### src/rtl/run_sequencer_if.sv
// Debug run/halt sequencer signal bundle: board controls, pipeline taps and status.
// Combinational wiring only, no latency.
// No backpressure; every signal is a plain level.
interface run_sequencer_if #(
  parameter int PC_W   = 32,
  parameter int STEP_W = 16,
  parameter int CNT_W  = 32
);
  logic              go;
  logic [1:0]        mode;
  logic [STEP_W-1:0] n_steps;
  logic              bp_en;
  logic [PC_W-1:0]   bp_addr;
  logic [PC_W-1:0]   pc;
  logic              halt_req;
  logic              clr_cnt;
  logic              cpu_en;
  logic              halted;
  logic [2:0]        halt_cause;
  logic [STEP_W-1:0] steps_left;
  logic [CNT_W-1:0]  cycle_cnt;

  // Board / pipeline side: drives controls, observes the enable and status.
  modport master (
    output go, mode, n_steps, bp_en, bp_addr, pc, halt_req, clr_cnt,
    input  cpu_en, halted, halt_cause, steps_left, cycle_cnt
  );

  // Sequencer side.
  modport slave (
    input  go, mode, n_steps, bp_en, bp_addr, pc, halt_req, clr_cnt,
    output cpu_en, halted, halt_cause, steps_left, cycle_cnt
  );
endinterface

### src/rtl/run_sequencer.sv
// Debug run/halt sequencer producing the pipeline-wide clock enable.
// Latency: cpu_en is registered; a go edge enables the pipeline from the next cycle.
// No backpressure; halt_req or a go edge while running freezes the pipeline next cycle.
module run_sequencer #(
  parameter int PC_W   = 32,
  parameter int STEP_W = 16,
  parameter int CNT_W  = 32
) (
  input logic            clk,
  input logic            rst,
  run_sequencer_if.slave dbg
);

  localparam logic [2:0] CAUSE_RESET   = 3'd0;
  localparam logic [2:0] CAUSE_SYSCALL = 3'd1;
  localparam logic [2:0] CAUSE_STEP    = 3'd2;
  localparam logic [2:0] CAUSE_COUNT   = 3'd3;
  localparam logic [2:0] CAUSE_BREAK   = 3'd4;
  localparam logic [2:0] CAUSE_ABORT   = 3'd5;

  typedef enum logic [2:0] {
    S_HALT,
    S_RUN,
    S_STEP,
    S_RUNN,
    S_BRK
  } state_t;

  state_t            state;
  state_t            state_nx;
  logic              go_q;
  logic              go_rise;
  logic              first_q;
  logic              bp_en_q;
  logic [PC_W-1:0]   bp_addr_q;
  logic              bp_hit;
  logic              start;
  logic              cause_ld;
  logic [2:0]        cause_nx;
  logic [2:0]        cause_q;
  logic              cpu_en_q;
  logic [STEP_W-1:0] steps_q;
  logic [CNT_W-1:0]  cnt_q;

  assign go_rise = dbg.go & ~go_q;

  // The first enabled cycle after a start never breaks, so a resume can step off the bp.
  assign bp_hit = bp_en_q & (dbg.pc == bp_addr_q) & ~first_q;

  // State register.
  always_ff @(posedge clk or posedge rst) begin
    if (rst) state <= S_HALT;
    else     state <= state_nx;
  end

  // Start decode from HALT and prioritised halt decision while running.
  always_comb begin
    state_nx = state;
    cause_nx = cause_q;
    cause_ld = 1'b0;
    start    = 1'b0;
    if (state == S_HALT) begin
      if (go_rise) begin
        start = 1'b1;
        case (dbg.mode)
          2'b00:   state_nx = S_RUN;
          2'b01:   state_nx = S_STEP;
          2'b10:   state_nx = S_RUNN;
          default: state_nx = S_BRK;
        endcase
      end
    end else begin
      cause_ld = 1'b1;
      state_nx = S_HALT;
      if (dbg.halt_req)                               cause_nx = CAUSE_SYSCALL;
      else if (go_rise)                               cause_nx = CAUSE_ABORT;
      else if (state == S_BRK && bp_hit)              cause_nx = CAUSE_BREAK;
      else if (state == S_STEP)                       cause_nx = CAUSE_STEP;
      else if (state == S_RUNN && steps_q == STEP_W'(1)) cause_nx = CAUSE_COUNT;
      else begin
        cause_ld = 1'b0;
        state_nx = state;
      end
    end
  end

  // go edge history and breakpoint captured at start.
  always_ff @(posedge clk or posedge rst) begin
    if (rst) begin
      go_q      <= 1'b0;
      first_q   <= 1'b0;
      bp_en_q   <= 1'b0;
      bp_addr_q <= '0;
    end else begin
      go_q    <= dbg.go;
      first_q <= start;
      if (start) begin
        bp_en_q   <= dbg.bp_en;
        bp_addr_q <= dbg.bp_addr;
      end
    end
  end

  // Registered pipeline enable, glitch-free for every stage register.
  always_ff @(posedge clk or posedge rst) begin
    if (rst) cpu_en_q <= 1'b0;
    else     cpu_en_q <= (state_nx != S_HALT);
  end

  // Run-N remaining count: loaded at start (0 runs once), zero outside run-N.
  always_ff @(posedge clk or posedge rst) begin
    if (rst)                       steps_q <= '0;
    else if (state_nx != S_RUNN)   steps_q <= '0;
    else if (start)                steps_q <= (dbg.n_steps == '0) ? STEP_W'(1) : dbg.n_steps;
    else                           steps_q <= steps_q - STEP_W'(1);
  end

  // Halt cause is only rewritten on the next halt.
  always_ff @(posedge clk or posedge rst) begin
    if (rst)           cause_q <= CAUSE_RESET;
    else if (cause_ld) cause_q <= cause_nx;
  end

  // Enabled-cycle counter; clear beats increment.
  always_ff @(posedge clk or posedge rst) begin
    if (rst)              cnt_q <= '0;
    else if (dbg.clr_cnt) cnt_q <= '0;
    else if (cpu_en_q)    cnt_q <= cnt_q + CNT_W'(1);
  end

  assign dbg.cpu_en     = cpu_en_q;
  assign dbg.halted     = ~cpu_en_q;
  assign dbg.halt_cause = cause_q;
  assign dbg.steps_left = steps_q;
  assign dbg.cycle_cnt  = cnt_q;

endmodule

### src/flat_wrapper.sv
// flat-port wrapper written by rule: the top's interface ports become plain ports
module run_sequencer_flat 
#(
  parameter int PC_W   = 32,
  parameter int STEP_W = 16,
  parameter int CNT_W  = 32
)
  (clk, rst, dbg_go, dbg_mode, dbg_n_steps, dbg_bp_en, dbg_bp_addr, dbg_pc, dbg_halt_req, dbg_clr_cnt, dbg_cpu_en, dbg_halted, dbg_halt_cause, dbg_steps_left, dbg_cycle_cnt);
  run_sequencer_if #(.PC_W(PC_W), .STEP_W(STEP_W), .CNT_W(CNT_W)) dbg_i ();
  input logic clk;
  input logic rst;
  input wire logic [$bits(dbg_i.go)-1:0] dbg_go;
  input wire logic [$bits(dbg_i.mode)-1:0] dbg_mode;
  input wire logic [$bits(dbg_i.n_steps)-1:0] dbg_n_steps;
  input wire logic [$bits(dbg_i.bp_en)-1:0] dbg_bp_en;
  input wire logic [$bits(dbg_i.bp_addr)-1:0] dbg_bp_addr;
  input wire logic [$bits(dbg_i.pc)-1:0] dbg_pc;
  input wire logic [$bits(dbg_i.halt_req)-1:0] dbg_halt_req;
  input wire logic [$bits(dbg_i.clr_cnt)-1:0] dbg_clr_cnt;
  output wire logic [$bits(dbg_i.cpu_en)-1:0] dbg_cpu_en;
  output wire logic [$bits(dbg_i.halted)-1:0] dbg_halted;
  output wire logic [$bits(dbg_i.halt_cause)-1:0] dbg_halt_cause;
  output wire logic [$bits(dbg_i.steps_left)-1:0] dbg_steps_left;
  output wire logic [$bits(dbg_i.cycle_cnt)-1:0] dbg_cycle_cnt;
  assign dbg_i.go = dbg_go;
  assign dbg_i.mode = dbg_mode;
  assign dbg_i.n_steps = dbg_n_steps;
  assign dbg_i.bp_en = dbg_bp_en;
  assign dbg_i.bp_addr = dbg_bp_addr;
  assign dbg_i.pc = dbg_pc;
  assign dbg_i.halt_req = dbg_halt_req;
  assign dbg_i.clr_cnt = dbg_clr_cnt;
  assign dbg_cpu_en = dbg_i.cpu_en;
  assign dbg_halted = dbg_i.halted;
  assign dbg_halt_cause = dbg_i.halt_cause;
  assign dbg_steps_left = dbg_i.steps_left;
  assign dbg_cycle_cnt = dbg_i.cycle_cnt;
  run_sequencer #(.PC_W(PC_W), .STEP_W(STEP_W), .CNT_W(CNT_W)) u_core (.clk(clk), .rst(rst), .dbg(dbg_i));
endmodule
### config.mk
export PLATFORM = sky130hd
export DESIGN_NAME = run_sequencer_flat
export DESIGN_NICKNAME = d
export VERILOG_FILES = /design/src/rtl/run_sequencer_if.sv /design/src/rtl/run_sequencer.sv /design/src/flat_wrapper.sv
export SDC_FILE = /design/constraint.sdc
export NUM_CORES = 1
export LEC_CHECK = 0
export BUFFER_PORTS_ARGS = -buffer_cell sky130_fd_sc_hd__buf_4
export CAP_MARGIN = 20
export CELL_PAD_IN_SITES_DETAIL_PLACEMENT = 0
export CELL_PAD_IN_SITES_GLOBAL_PLACEMENT = 2
export CORE_ASPECT_RATIO = 1.4
export CORE_UTILIZATION = 30
export CTS_CLUSTER_SIZE = 8
export DETAILED_ROUTE_END_ITERATION = 8
export PLACE_DENSITY_LB_ADDON = 0.1
export SLEW_MARGIN = 5
export SYNTH_ARGS = -nofsm -noshare
export SYNTH_HDL_FRONTEND = slang
export SYNTH_SLANG_ARGS = --single-unit
### constraint.sdc
create_clock -name clk -period 3.29 [get_ports clk]
set_input_delay 0.329 -clock clk [delete_from_list [all_inputs] [get_ports clk]]
set_output_delay 0.329 -clock clk [all_outputs]
set_load 0.01 [all_outputs]
# Word level (Yosys, flattened, before mapping)
# Cells that the tools add are included.
# totals
regBits	90
wordCells	61
# op_classes
n_addsub	2
eq_ne	8
muxes	26
n_bitwise	7
reduce_logical	9
# op_table
op	n
$mux 32	2
$mux 16	3
$mux 3	12
$add 32x1->32 const B	1
$eq 32x32->1	1
$eq 16x1->1 const B	1
$logic_not 16->1	1
$sub 16x1->16 const B	1
$pmux 3 s3	1
$mux 1	8
$eq 3x2->1 const B	2
$reduce_bool 5->1	1
$not 1->1	4
$and 1x1->1	3
$eq 3x3->1 const B	1
$logic_not 3->1	1
$ne 3x2->1 const B	1
$reduce_and 3->1	1
$reduce_bool 3->1	1
$eq 2x1->1 const B	1
$eq 2x2->1 const B	1
$logic_and 1x1->1	2
$logic_not 2->1	1
$reduce_bool 2->1	1

# Depth between registers and ports, before layout
# logic_depth
ltp_word	10
ltp_mapped	9
depth_no_buf	8

# Least setup slack after synthesis
# OpenSTA, ideal clock, no wires.
# synth_path
kind	register -> register
startpoint	reg u_core.steps_q[7] (netlist: u_core.dbg.steps_left[7])
endpoint	reg u_core.cpu_en_q (netlist: u_core.dbg.cpu_en)
setup_time_ns	0.131
arrival_time_ns	1.944
setup_slack_ns	1.214
stages_incl_launch_ff	6
period_less_slack_ns	2.076
cell_sequence	dfrtp_1 -> or4_4 -> nor4_4 -> nand3_2 -> a31o_1 -> or3_1
# synth_via
elab_chain_len	9
# synth_lines
item	line_no	text
from (decl)	run_sequencer.sv:42	logic [STEP_W-1:0] steps_q;
from (signal assigned)	run_sequencer.sv:114	else if (start) steps_q <= (dbg.n_steps == '0) ? STEP_W'(1) : dbg.n_steps;
from (signal assigned)	run_sequencer.sv:115	else steps_q <= steps_q - STEP_W'(1);
$eq 16x1->1	run_sequencer.sv:79	else if (state == S_RUNN && steps_q == STEP_W'(1)) cause_nx = CAUSE_COUNT;
$logic_and 1x1->1	run_sequencer.sv:79	
$mux 3	run_sequencer.sv:79	
$mux 3	run_sequencer.sv:78	else if (state == S_STEP) cause_nx = CAUSE_STEP;
$mux 3	run_sequencer.sv:77	else if (state == S_BRK && bp_hit) cause_nx = CAUSE_BREAK;
$mux 3	run_sequencer.sv:76	else if (go_rise) cause_nx = CAUSE_ABORT;
$mux 3	run_sequencer.sv:75	if (dbg.halt_req) cause_nx = CAUSE_SYSCALL;
$mux 3	run_sequencer.sv:62	if (state == S_HALT) begin
named net u_core.state_nx[0]	run_sequencer.sv:30	state_t state_nx;
$reduce_bool 3->1	run_sequencer.sv:107	else cpu_en_q <= (state_nx != S_HALT);
to (signal assigned)	run_sequencer.sv:107	
to (decl)	run_sequencer.sv:41	logic cpu_en_q;
# The timed path passes the listed nets, and every way through them passes these cells.
# A chain may end at the register's enable or synchronous reset.

# Final worst setup path
# layout_path
startpoint	reg u_core.bp_addr_q[15]
endpoint	reg u_core.steps_q[0] (netlist: u_core.dbg.steps_left[0])
# layout_via
elab_chain_len	10
# layout_lines
item	line_no	text
from (decl)	run_sequencer.sv:35	logic [PC_W-1:0] bp_addr_q;
from (signal assigned)	run_sequencer.sv:99	bp_addr_q <= dbg.bp_addr;
$eq 32x32->1	run_sequencer.sv:48	assign bp_hit = bp_en_q & (dbg.pc == bp_addr_q) & ~first_q;
$and 1x1->1 (2 in a row)	run_sequencer.sv:48	
$logic_and 1x1->1	run_sequencer.sv:77	
$mux 3	run_sequencer.sv:77	
$mux 3	run_sequencer.sv:76	
$mux 3	run_sequencer.sv:75	
$mux 3	run_sequencer.sv:62	
$ne 3x2->1	run_sequencer.sv:113	else if (state_nx != S_RUNN) steps_q <= '0;
$mux 16	run_sequencer.sv:113	
# Every way passes these cells.

==> flow_metrics.env <==
export IMPL_status="finished, final reports clean"
export IMPL_grt_overflow_total=0
export IMPL_ys_ff_latch=90
export IMPL_critPathKind="reg -> reg"
export IMPL_hp_class="in -> reg"
export IMPL_layout_commonest_cell="buf_4"
export IMPL_setup_violations_final=0
export IMPL_initial_core_util_pct=30.58
export IMPL_crit_required_ns=3.53
export IMPL_synth_area_mm2=0.004583
export IMPL_antenna_cells=0
export IMPL_synth_cell_types=44
export IMPL_grt_max_degree=47
export IMPL_vias_per_cell=4.769
export IMPL_nets=730
export IMPL_die_area_mm2=0.01578
export IMPL_cts_num_sinks=90
export IMPL_die_w_um=106.5
export IMPL_fin_util_pct=40.99
export IMPL_cp_end_kind="register"
export IMPL_postSynthAreaPerCell_um2=9.222
export IMPL_place_congestion=0.7216
export IMPL_yosysSeqAreaShare_pct=49.14
export IMPL_synthFlopType="dfrtp_1"
export IMPL_fin_ws_ns=0.8130
export IMPL_ios=141
export IMPL_num_vias=3968
export IMPL_arrival_ns=2.72
export IMPL_final_hold_violation_count=0
export IMPL_cap_violations=0
export IMPL_netlist_instances=497
export IMPL_tns_ns=0
export IMPL_holdBufCountCts=0
export IMPL_slew_headroom_pct=43.73
export IMPL_std_cell_rows=53
export IMPL_grtUsageTotal_pct=17.30
export IMPL_fmax_mhz=403.7
export IMPL_path_max_fanout=16
export IMPL_power_density_mw_per_mm2=480.0
export IMPL_maxSlewViolCount=0
export IMPL_synthArstFlopShare_pct=100.0
export IMPL_nFillCells=1560
export IMPL_skew_ns=0.005666
export IMPL_synth_edf_count=0
export IMPL_areaGrowthSynthToFinish_pct=34.04
export IMPL_core_area_mm2=0.01499
export IMPL_syn_num_nets=591
export IMPL_crit_path_start_kind="register"
export IMPL_dp_cells=817
export IMPL_htree_levels=3
export IMPL_pre_cts_ws_ns=0.7339
export IMPL_numCtsBuffers=9
export IMPL_leakagePower_nw=3.054
export IMPL_rsz0062_at_grt="false"
export IMPL_clk_pin_slew_ns=0.07
export IMPL_ir_worst_vdd_mv=0.2544
export IMPL_io_buffers=140
export IMPL_cts_buffer_depth=2
export IMPL_layout_common_cells="buf_4, nand2_1, dfrtp_1"
export IMPL_drt_iter0_drc=141
export IMPL_cts_setup_buffers=0
export IMPL_period_needed_ns=2.477
export IMPL_firstDrtPassIters=6
export IMPL_yosysWarnings=0
export IMPL_final_cells=832
export IMPL_die_height_um=148.2
export IMPL_final_layout_size_suffix_gt1_share_pct=27.34
export IMPL_tritoncts="yes"
export IMPL_drt_wl_total_um=12990
export IMPL_antenna_found_initial=0
export IMPL_hpwl_um=9587
export IMPL_clock_root_buffer="clkbuf_16"
export IMPL_drc=0
export IMPL_grt_pass1_vias=4040
export IMPL_wire_per_inst_um=15.61
export IMPL_worstMarginPinSlew_ns=0.8440
export IMPL_fin_crit_sh_pct=75.29
export IMPL_drtAntennaViolNets=0
export IMPL_cts_resized=0
export IMPL_insertion_delay_ns=0.34
export IMPL_grt_first_pass_wirelength_um=20980
[synthesized netlist by cell type (all sizes together), types with 2 or more instances]
cell type,number,area (µm²)
and2,2,12.51
and4,4,35.03
dfrtp,90,2252
or4,6,56.30
a22oi,6,45.04
nor2b,5,31.28
o211ai,2,25.02
a21oi,14,70.07
and3,3,18.77
or3,11,68.82
xor2,46,402.9
buf,5,31.27
nor4,15,130.1
or2,2,15.02
nand2,119,446.7
nor2,60,225.2
nand4,7,43.79
clkbuf,12,46.29
inv,11,41.29
ha,6,75.07
nor3,8,50.05
a211oi,7,57.55
o21ai,13,65.06
nand3,11,60.06
xnor2,23,201.4
[where the power goes]
part           leakage, nW  internal (mW)  switching [mW]
Combinational         1.71          0.268           0.282
Sequential            1.19           1.22          0.0980
Clock                0.152          0.647           0.431
[sequential cells by signal, summed over array words and instances (netlist names)]
signal	cells
u_core.bp_en_q	1
u_core.state	3
u_core.dbg.halt_cause	3
u_core.dbg.cpu_en	1
u_core.dbg.steps_left	16
u_core.bp_addr_q	32
u_core.dbg.cycle_cnt	32
u_core.first_q	1
u_core.go_q	1
[through the flow]
stage | hold WS [ns] | area [µm²] | power, mW
2_1_floorplan | 0.3604 | 4583 | 1.671
5_1_grt | 0.09628 | 6143 | 3.121
3_5_place_dp | 0.4603 | 5838 | 1.904
3_3_place_gp | 0.4584 | 5838 | 1.896
6_report | 0.1119 | 6143 | 2.949
4_1_cts | 0.09814 | 6143 | 2.999
[kinds of logic (layout without fill, tap and decap cells)]
group           after synthesis  in the layout  share of synthesized area [%]
xor+xnor                     69             69                          13.19
compound gates               49             49                          7.043
mux                           1              1                         0.2184
fa+ha+maj                     6              6                          1.638
flops                        90             90                          49.14
buf+inv                      28            171                          2.593
simple gates                254            254                          26.18
[worst paths after layout]
check | depth (start not counted) | slack, ns | to | from
min reg2reg | 2 | 0.49 | u_core.bp_en_q$_DFFE_PP0P_ | u_core.bp_en_q$_DFFE_PP0P_
max in group asynchronous | 3 | 2.29 | u_core.bp_addr_q[0]$_DFFE_PP0P_ | rst
min | 1 | 0.11 | u_core.go_q$_DFF_PP0_ | dbg_go
min in group asynchronous | 2 | 0.12 | u_core.dbg.cycle_cnt[28]$_DFFE_PP0P_ | rst
max | 6 | 0.81 | u_core.dbg.steps_left[0]$_DFF_PP0_ | u_core.bp_addr_q[15]$_DFFE_PP0P_
max reg2reg | 6 | 0.81 | u_core.dbg.steps_left[0]$_DFF_PP0_ | u_core.bp_addr_q[15]$_DFFE_PP0P_
[area by class of cell]
class	instances	area (µm²)	share of cell area (%)
Timing Repair Buffer	145	1089	17.72
Multi-Input combinational cell	379	2215	36.05
Inverter	11	42.54	0.6925
Clock inverter	2	35.03	0.5703
Clock buffer	13	270.3	4.399
Tap cell	192	240.2	3.910
Sequential cell	90	2252	36.66
[worst max-delay path, stage by stage, from the launching register on]
cell      delay [ns]
dfrtp_1         0.40
xor2_1          0.16
nor4_1          0.49
nand4_1         0.22
nor4_4          0.34
o211ai_2        0.40
a211oi_1        0.35
[layer usage]
layer	track usage (%)	part of all wire, %	wire [µm]	up-vias
met3	3.593	4.6	603	7
met2	31.10	53	6888	106
met1	20.67	41	5367	1922
li1	-	-	-	1933
met4	4.932	0.96	125	0
met5	0	0	0	-
Note: power is estimated with default switching activity, not from simulation.
